File: config.mk
export PLATFORM = sky130hd
export DESIGN_NAME = mode_counter
export DESIGN_NICKNAME = d
export VERILOG_FILES = /design/src/rtl/counter_pkg.sv /design/src/rtl/tick_prescaler.sv /design/src/rtl/mode_counter.sv
export SDC_FILE = /design/constraint.sdc
export NUM_CORES = 1
export LEC_CHECK = 0
export CAP_MARGIN = 10
export CORE_UTILIZATION = 30
export CTS_CLUSTER_SIZE = 24
export DETAILED_ROUTE_END_ITERATION = 10
export GPL_ROUTABILITY_DRIVEN = 0
export PLACE_DENSITY = 0.58
export RECOVER_POWER = 25
export SLEW_MARGIN = 30
export SYNTH_ARGS = -nofsm -noshare
export SYNTH_HDL_FRONTEND = slang
export SYNTH_SLANG_ARGS = --single-unit
File: constraint.sdc
create_clock -name clk -period 2.7 [get_ports clk]
set_input_delay 0.27 -clock clk [delete_from_list [all_inputs] [get_ports clk]]
set_output_delay 0.27 -clock clk [all_outputs]
set_load 0.005 [all_outputs]
File: src/rtl/counter_pkg.sv
// rtl/counter_pkg.sv - shared state and direction definitions for mode_counter
package counter_pkg;

    typedef enum logic [1:0] {
        IDLE  = 2'd0,
        RUN   = 2'd1,
        PAUSE = 2'd2,
        DONE  = 2'd3
    } state_t;

    localparam logic DIR_UP   = 1'b0;
    localparam logic DIR_DOWN = 1'b1;

endpackage

File: src/rtl/tick_prescaler.sv
// rtl/tick_prescaler.sv - divides advance cycles into one tick per PRESCALE advances
module tick_prescaler #(
    parameter int PRESCALE = 1
) (
    input  logic clk,
    input  logic rst,
    input  logic clear,
    input  logic adv,
    output logic tick
);

    generate
        if (PRESCALE <= 1) begin : g_bypass
            logic w_unused;
            assign w_unused = clk ^ rst ^ clear;
            assign tick     = adv;
        end else begin : g_div
            localparam int PW = $clog2(PRESCALE);
            localparam logic [PW-1:0] LAST = PW'(PRESCALE - 1);

            logic [PW-1:0] r_phase;

            // Phase only moves on adv, so a pause keeps its place in the cycle.
            always_ff @(posedge clk or posedge rst) begin
                if (rst) begin
                    r_phase <= '0;
                end else if (clear) begin
                    r_phase <= '0;
                end else if (adv) begin
                    if (r_phase == LAST) begin
                        r_phase <= '0;
                    end else begin
                        r_phase <= r_phase + 1'b1;
                    end
                end
            end

            assign tick = adv & (r_phase == LAST);
        end
    endgenerate

endmodule

File: src/rtl/mode_counter.sv
// rtl/mode_counter.sv - up/down counter with load, wrap/stop, pause and prescaled enable
module mode_counter
    import counter_pkg::*;
#(
    parameter int WIDTH    = 13,
    parameter int MAXCOUNT = 2**WIDTH - 1,
    parameter int PRESCALE = 1
) (
    input  logic             clk,
    input  logic             rst,
    input  logic             go,
    input  logic             en,
    input  logic             hold,
    input  logic             dir,
    input  logic             wrap,
    input  logic [WIDTH-1:0] load_val,
    output logic [WIDTH-1:0] count,
    output logic             tc,
    output logic             done,
    output logic             running
);

    localparam logic [WIDTH-1:0] MAXV = WIDTH'(MAXCOUNT);

    state_t           r_state;
    logic [WIDTH-1:0] r_count;
    logic             r_tc;
    logic             r_done;

    logic             w_adv;
    logic             w_tick;
    logic [WIDTH-1:0] w_load;

    assign w_adv  = en & ~hold & (r_state == RUN);
    assign w_load = (load_val > MAXV) ? MAXV : load_val;

    tick_prescaler #(
        .PRESCALE(PRESCALE)
    ) u_prescaler (
        .clk  (clk),
        .rst  (rst),
        .clear(go),
        .adv  (w_adv),
        .tick (w_tick)
    );

    always_ff @(posedge clk or posedge rst) begin
        if (rst) begin
            r_state <= IDLE;
            r_count <= '0;
            r_tc    <= 1'b0;
            r_done  <= 1'b0;
        end else begin
            r_tc <= 1'b0;
            if (go) begin
                r_state <= RUN;
                r_count <= w_load;
                r_done  <= 1'b0;
            end else begin
                case (r_state)
                    RUN: begin
                        if (hold) begin
                            r_state <= PAUSE;
                        end else if (w_tick) begin
                            if (dir == DIR_UP) begin
                                if (r_count < MAXV) begin
                                    r_count <= r_count + 1'b1;
                                end else begin
                                    r_tc <= 1'b1;
                                    if (wrap) begin
                                        r_count <= '0;
                                    end else begin
                                        r_state <= DONE;
                                        r_done  <= 1'b1;
                                    end
                                end
                            end else begin
                                if (r_count != '0) begin
                                    r_count <= r_count - 1'b1;
                                end else begin
                                    r_tc <= 1'b1;
                                    if (wrap) begin
                                        r_count <= MAXV;
                                    end else begin
                                        r_state <= DONE;
                                        r_done  <= 1'b1;
                                    end
                                end
                            end
                        end
                    end
                    PAUSE: begin
                        if (!hold) begin
                            r_state <= RUN;
                        end
                    end
                    default: begin
                    end
                endcase
            end
        end
    end

    assign count   = r_count;
    assign tc      = r_tc;
    assign done    = r_done;
    assign running = (r_state == RUN);

endmodule
Word level (Yosys, flattened, before mapping)
Index checks and enable logic that the tools add are counted.

Output and inout bits: 16. Word-level logic and storage cells: 63. Input bits: 20. Flip-flop bits (word level): 17.

Reductions and logical operators: 8. Add/sub/neg operators: 2. Magnitude comparators: 2. Equality and inequality tests: 10. Mux-type cells: 34. Bitwise operators: 3.

Operator list (number): $mux 13 (10); $mux 2 (8); $mux 1 (15); $reduce_and 5->1 (3); $add 13x1->13 const B (1); $gt 13x13->1 const B (1); $lt 13x13->1 const B (1); $reduce_bool 13->1 (1); $sub 13x1->13 const B (1); $ne 5x5->1 const B (2); $ne 3x3->1 const B (3); $ne 4x2->1 const B (1); $ne 4x3->1 const B (1); $pmux 2 s2 (1); $reduce_bool 2->1 (2); $reduce_bool 4->1 (1); $reduce_bool 3->1 (1); $and 1x1->1 (2); $eq 2x1->1 const B (1); $eq 2x2->1 const B (1); $ne 2x2->1 const B (1); $not 1->1 (1).

Longest topological paths before layout
Depth in word-level cells: 7. Depth in mapped cells: 9. Gate-level depth less buffers: 7.

Cells and area by module
Synthesis repeated with hierarchy kept, for this count alone.

Cell total of the unflattened synthesis: 184. Area, all modules: 1477.7 µm².

Modules (own cells, without submodules): mode_counter (instances 1, cells each 183, area an instance 1470.2 µm², seq. area each 425.4 µm²); tick_prescaler (instances 1, cells each 1, area an instance 7.5 µm², seq. area each 0.0 µm²).

Least setup slack after synthesis
No wires, ideal clock.

Path type: register to register. Start: register r_count[0], in the netlist count[0]. End: register r_count[8], in the netlist count[8]. Path buffers: 1. Setup slack: 0.530 ns. Required time: 2.584 ns. Cell stages (with the launch flop): 9. Period minus slack after synthesis: 2.170 ns. Arrival time: 2.054 ns. Setup time: 0.116 ns. Cells stage by stage: dfrtp_1 -> clkbuf_1 -> inv_1 -> ha_1 -> nand4bb_1 -> o41a_1 -> a21bo_4 -> or4_1 -> o311ai_0.

Longest elaborated chain between the ends: 7. Elaborated cells between the ends (all ways): 14. Classes of those cells: 2 x add/sub; 1 x order compare; 1 x eq/ne; 7 x mux; 3 x reduce/logical.

Ends and longest elaborated chain: start: declaration (RTL line mode_counter.sv:26) `logic [WIDTH-1:0] r_count;`; start signal: assignment (RTL line mode_counter.sv:57) `r_count <= w_load;`; start signal: assignment (RTL line mode_counter.sv:67) `r_count <= r_count + 1'b1;`; start signal: assignment (RTL line mode_counter.sv:79) `r_count <= r_count - 1'b1;`; $add 13x1->13 (tied with other cells) (RTL line mode_counter.sv:67); $mux 13, on equally long branches (RTL line mode_counter.sv:66, mode_counter.sv:78); $mux 13 (RTL line mode_counter.sv:65) `if (dir == DIR_UP) begin`; $mux 13 (RTL line mode_counter.sv:64) `end else if (w_tick) begin`; $mux 13 (RTL line mode_counter.sv:62) `if (hold) begin`; $mux 13 (RTL line mode_counter.sv:60) `case (r_state)`; $mux 13 (RTL line mode_counter.sv:55) `if (go) begin`.

Several ways; a longest one is shown, not always the timed one. The select of a mux whose other input is x is not followed. A chain may end at the register's enable or synchronous reset.

Worst setup path after layout
Start: register r_count[1], in the netlist count[1]. End: register r_state[1].

Longest elaborated chain between the ends: 3. Elaborated cells between the ends (all ways): 5. Classes of those cells: 1 x order compare; 2 x eq/ne; 2 x reduce/logical.

Ends and longest elaborated chain: $lt 13x13->1 or $reduce_bool 13->1 (tied branches) (RTL line mode_counter.sv:66, mode_counter.sv:78); $ne 5x5->1 (no source line); $reduce_and 5->1 (no source line) (*); end signal: assignment (RTL line mode_counter.sv:63) `r_state <= PAUSE;`; end signal: assignment (RTL line mode_counter.sv:73) `r_state <= DONE;`; end signal: assignment (RTL line mode_counter.sv:85) `r_state <= DONE;`; end: declaration (RTL line mode_counter.sv:25) `state_t r_state;`.

Every way passes the cells marked *; elsewhere a longest branch is shown, timed or not.

==> Implementation_results.wiki <==
{| class="wikitable"
! Metric !! Value
|-
| Via-per-instance ratio || 5.75
|-
| Detailed-router iteration count before antenna repair || 4
|-
| Core outline area || 4820 µm²
|-
| R2R Setup Slk || 0.39 ns
|-
| Period utilization || 85.5%
|-
| Crit end category || flop
|-
| Sequential cell area fraction in the yosys report || 27.9%
|-
| DR DRC count || 0
|-
| Result of the run || finished clean
|-
| Setup Viol. Count Final || 0
|-
| Hold Path Class || flop to flop
|-
| Global-route wire length before repair || between 7 and 8 mm
|-
| Count of distinct cell types in the synthesized netlist || 57
|-
| Hold path endpoint || done$_DFFE_PP0P_
|-
| Postcts setup bufs || 0
|-
| Number of fill cells || between 500 and 600
|-
| Relative contribution of combinational cells to total power || 31.6%
|-
| Seq pwr share || 41.8%
|-
| Synth Flop Type || dfrtp_1
|-
| H-tree level count || 1
|-
| Final core utilization || about two fifths
|-
| Quantity of hold-fixing buffers added after cts || 0
|-
| Vias in the first global route || between 1.5k and 2k
|-
| Nets@finish || 251
|-
| Die footprint || 5370 µm²
|-
| Area taken by multi-input logic gates || 988 µm²
|-
| Source of the worst register-to-register timing path || count[1]$_DFFE_PP0P_
|-
| TritonCTS buffer count || 3
|-
| Areal power density over the cells || 398 nW/µm²
|-
| Internal Power || 516 µW
|-
| FF+latch area || 425 µm²
|-
| Rows || 25
|-
| Synthesis-to-finish area growth || 31.6%
|-
| Proportion of synthesized flip-flops having asynchronous set or reset || 100%
|-
| Max-slew headroom at the worst pin || 52.4%
|-
| Mapped Nets || ~220
|-
| Slowest Stage Delay on Critical Path || roughly 0.50 ns
|-
| Cells taking the most area after synthesis || dfrtp_1 28%, nand2_1 4.2%, nor2_1 4.2%
|-
| Max-slew violation count || 0
|-
| Clock latency of the later-clocked register in the worst-skew pair || ~0.26 ns
|-
| Worst-Margin Slew || slightly above 0.7 ns
|-
| Post-synthesis instance area || 1520 µm²
|-
| Pin count of the biggest net entering global routing || 26
|-
| Total Negative Setup Slacks || 0 ns
|-
| CTS Sinks || 17
|-
| Endpoints failing hold || 0
|-
| Peak fanout along the critical path || 10
|-
| NetSw || about 280 µW
|-
| Aggregate global routing overflow || 0
|-
| Initial antenna violation count || 0
|-
| Buffers on Ports || 35
|-
| Clock transition at the registers of the reported paths || 0.08 ns
|-
| TritonCTS clock tree || built
|-
| Most frequent cells after synthesis || 17 x dfrtp_1, 17 x nand2_1, 17 x nor2_1, 12 x clkbuf_1
|-
| RSZ-0062 raised after global routing || no
|-
| Synth area leader || dfrtp_1
|-
| #FFs+latches synth || 17
|-
| Starting density of the core || 31.6%
|-
| Slowest-stage cell, CP || dfrtp_1
|-
| Post-synth top area share || 27.9%
|-
| Share of total power in the clock network || a little over a quarter
|-
| Crit path setup slack, layout || 0.391 ns
|-
| Longest Clk Path Bufs || 2
|-
| Number of design-rule violations left by the first detailed-router iteration || 103
|-
| DR WL/cell || 16.1 µm
|-
| Via count || 1,696
|-
| Shortest period the worst path allows || 2.31 ns
|-
| Post-DP HPWL || 3.39 mm
|-
| GRT Resource Usage Total || 19.1%
|-
| Worst Hold Depth || 2
|-
| Number of enable flip-flop cells after synthesis || 0
|-
| Crit path DAT || around 2.5 ns
|-
| Worst R2R End || r_state[1]$_DFFE_PP0P_
|-
| Routed wire length || 4.74 mm
|-
| Max-capacitance violation count || 0
|-
| Width of the die || 73.3 µm
|-
| Final setup skew || 0.00442 ns
|-
| Max Clock Freq || 433 MHz
|-
| # resized after CTS || 0
|-
| CP Launch Type || flop
|-
| Startpoint of the worst hold path || done$_DFFE_PP0P_
|-
| Cell family contributing the most delay on the critical path || simple AND/OR/NAND/NOR gates
|-
| Required time at the endpoint of the critical path || 2.88 ns
|-
| Worst Setup Slack post-DPL || 0.211 ns
|-
| Synth Instances || 194
|-
| LEAKAGE || 0.000761 µW
|-
| Net Sw Frac || 35.2%
|-
| Share of cells above drive strength 1 || 12.3%
|-
| Chip height || 73.3 µm
|-
| Number of buffers and inverters on the critical path || 1
|-
| Mean cell area of the mapped netlist || between 7 and 8 µm²
|-
| Io pins || 36
|-
| Root cell of the clock tree || clkbuf_8
|-
| Critical-path cell list || inv_1, ha_1, nor4bb_1, nand4b_1, o41ai_1, a311oi_1, nor3_1
|-
| Setup CP Type || flop to flop
|-
| Worst reg-to-reg path cell count || 7
|-
| Number of warnings issued by yosys || 0
|-
| Antenna Cells || 0
|-
| Number of antenna-violating nets in the routed design || 0
|-
| IR Drop Worst-Case VDD || 0.162 mV
|}
==> flip-flops by register name (all words and copies together), names as in the netlist <==
name,count
tc,1
count,13
done,1
r_state,2
==> area by class of cell <==
type | instances | area share [%]
clock buffer | 4 | 2.25
inverter | 10 | 1.87
multi-input combinational | 152 | 49.3
sequential | 17 | 21.2
tap | 67 | 4.18
timing repair buffer | 45 | 21.2
==> worst register-to-register path, cell delays in order (launching register included) <==
cell	delay (ns)
dfrtp_1	0.50
inv_1	0.10
ha_1	0.22
nor4bb_1	0.45
nand4b_1	0.36
o41ai_1	0.23
a311oi_1	0.17
nor3_1	0.19
==> power by group through the flow <==
stage / clock network (µW) / registers (µW) / logic [µW]
floorplan: 0 / 308 / 161
global placement: 0 / 338 / 251
detailed placement: 0 / 337 / 253
CTS: 215 / 332 / 255
global route: 227 / 338 / 279
finish: 212 / 333 / 252
==> placed cells by master (no fill, tap or decap), types with 3 or more instances in the layout <==
cell and n:
a31oi_1 5, and4_1 3, nand3_1 7, o21ai_1 3
o21ai_0 10, nor3_1 6, nand2_1 17, inv_1 10
nor2_1 17, clkdlybuf4s50_1 34, nand4_1 9, nor4_1 3
clkbuf_8 3, buf_4 10, a31o_2 3, and3_1 3
a21oi_1 9, dfrtp_1 17, nor4bb_1 3, o31ai_1 5
==> stage by stage <==
step | instances | hold slack [ns] | total power [µW] | cell area [µm²]
after CTS | 295 | 0.462 | 802 | 2010
after global placement | 291 | 0.491 | 589 | 1960
after floorplan | 194 | 0.196 | 469 | 1520
final | 295 | 0.507 | 797 | 2010
after detailed placement | 291 | 0.497 | 590 | 1960
after global routing | 295 | 0.550 | 844 | 2010
==> kinds of logic (layout without fill, tap and decap cells) <==
kind of cell	Yosys count	after routing	synth area share, %
AND/OR/NAND/NOR	89	89	33.4
adder cells (fa/ha/maj)	2	2	1.64
multiplexers	1	1	0.739
buffers and inverters	25	59	7.22
XOR/XNOR	1	1	0.575
flip-flops	17	17	27.9
AO/OA/AOI/OAI	59	59	28.5
==> metal layers <==
| metal | track usage, % | up-vias | share of wire (%) |
|---|---|---|---|
| li1 | - | 827 | - |
| met1 | 26.1 | 797 | 46 |
| met2 | 31.7 | 66 | 47 |
| met3 | 2.06 | 6 | 5.8 |
| met4 | 5.23 | 0 | 0.82 |
| met5 | 0 | - | 0 |
==> worst max-delay path by stage <==
| stage | endpoint | from | depth (start not counted) |
|---|---|---|---|
| 5_1_grt | count[7]$_DFFE_PP0P_ | count[1]$_DFFE_PP0P_ | 8 |
| 6_report | r_state[1]$_DFFE_PP0P_ | count[1]$_DFFE_PP0P_ | 7 |
| 3_3_place_gp | count[8]$_DFFE_PP0P_ | en | 6 |
| 3_5_place_dp | count[8]$_DFFE_PP0P_ | en | 6 |
| 4_1_cts | r_state[1]$_DFFE_PP0P_ | count[1]$_DFFE_PP0P_ | 7 |
| 2_1_floorplan | count[8]$_DFFE_PP0P_ | count[0]$_DFFE_PP0P_ | 8 |
Power figures use the tool's default switching activity.
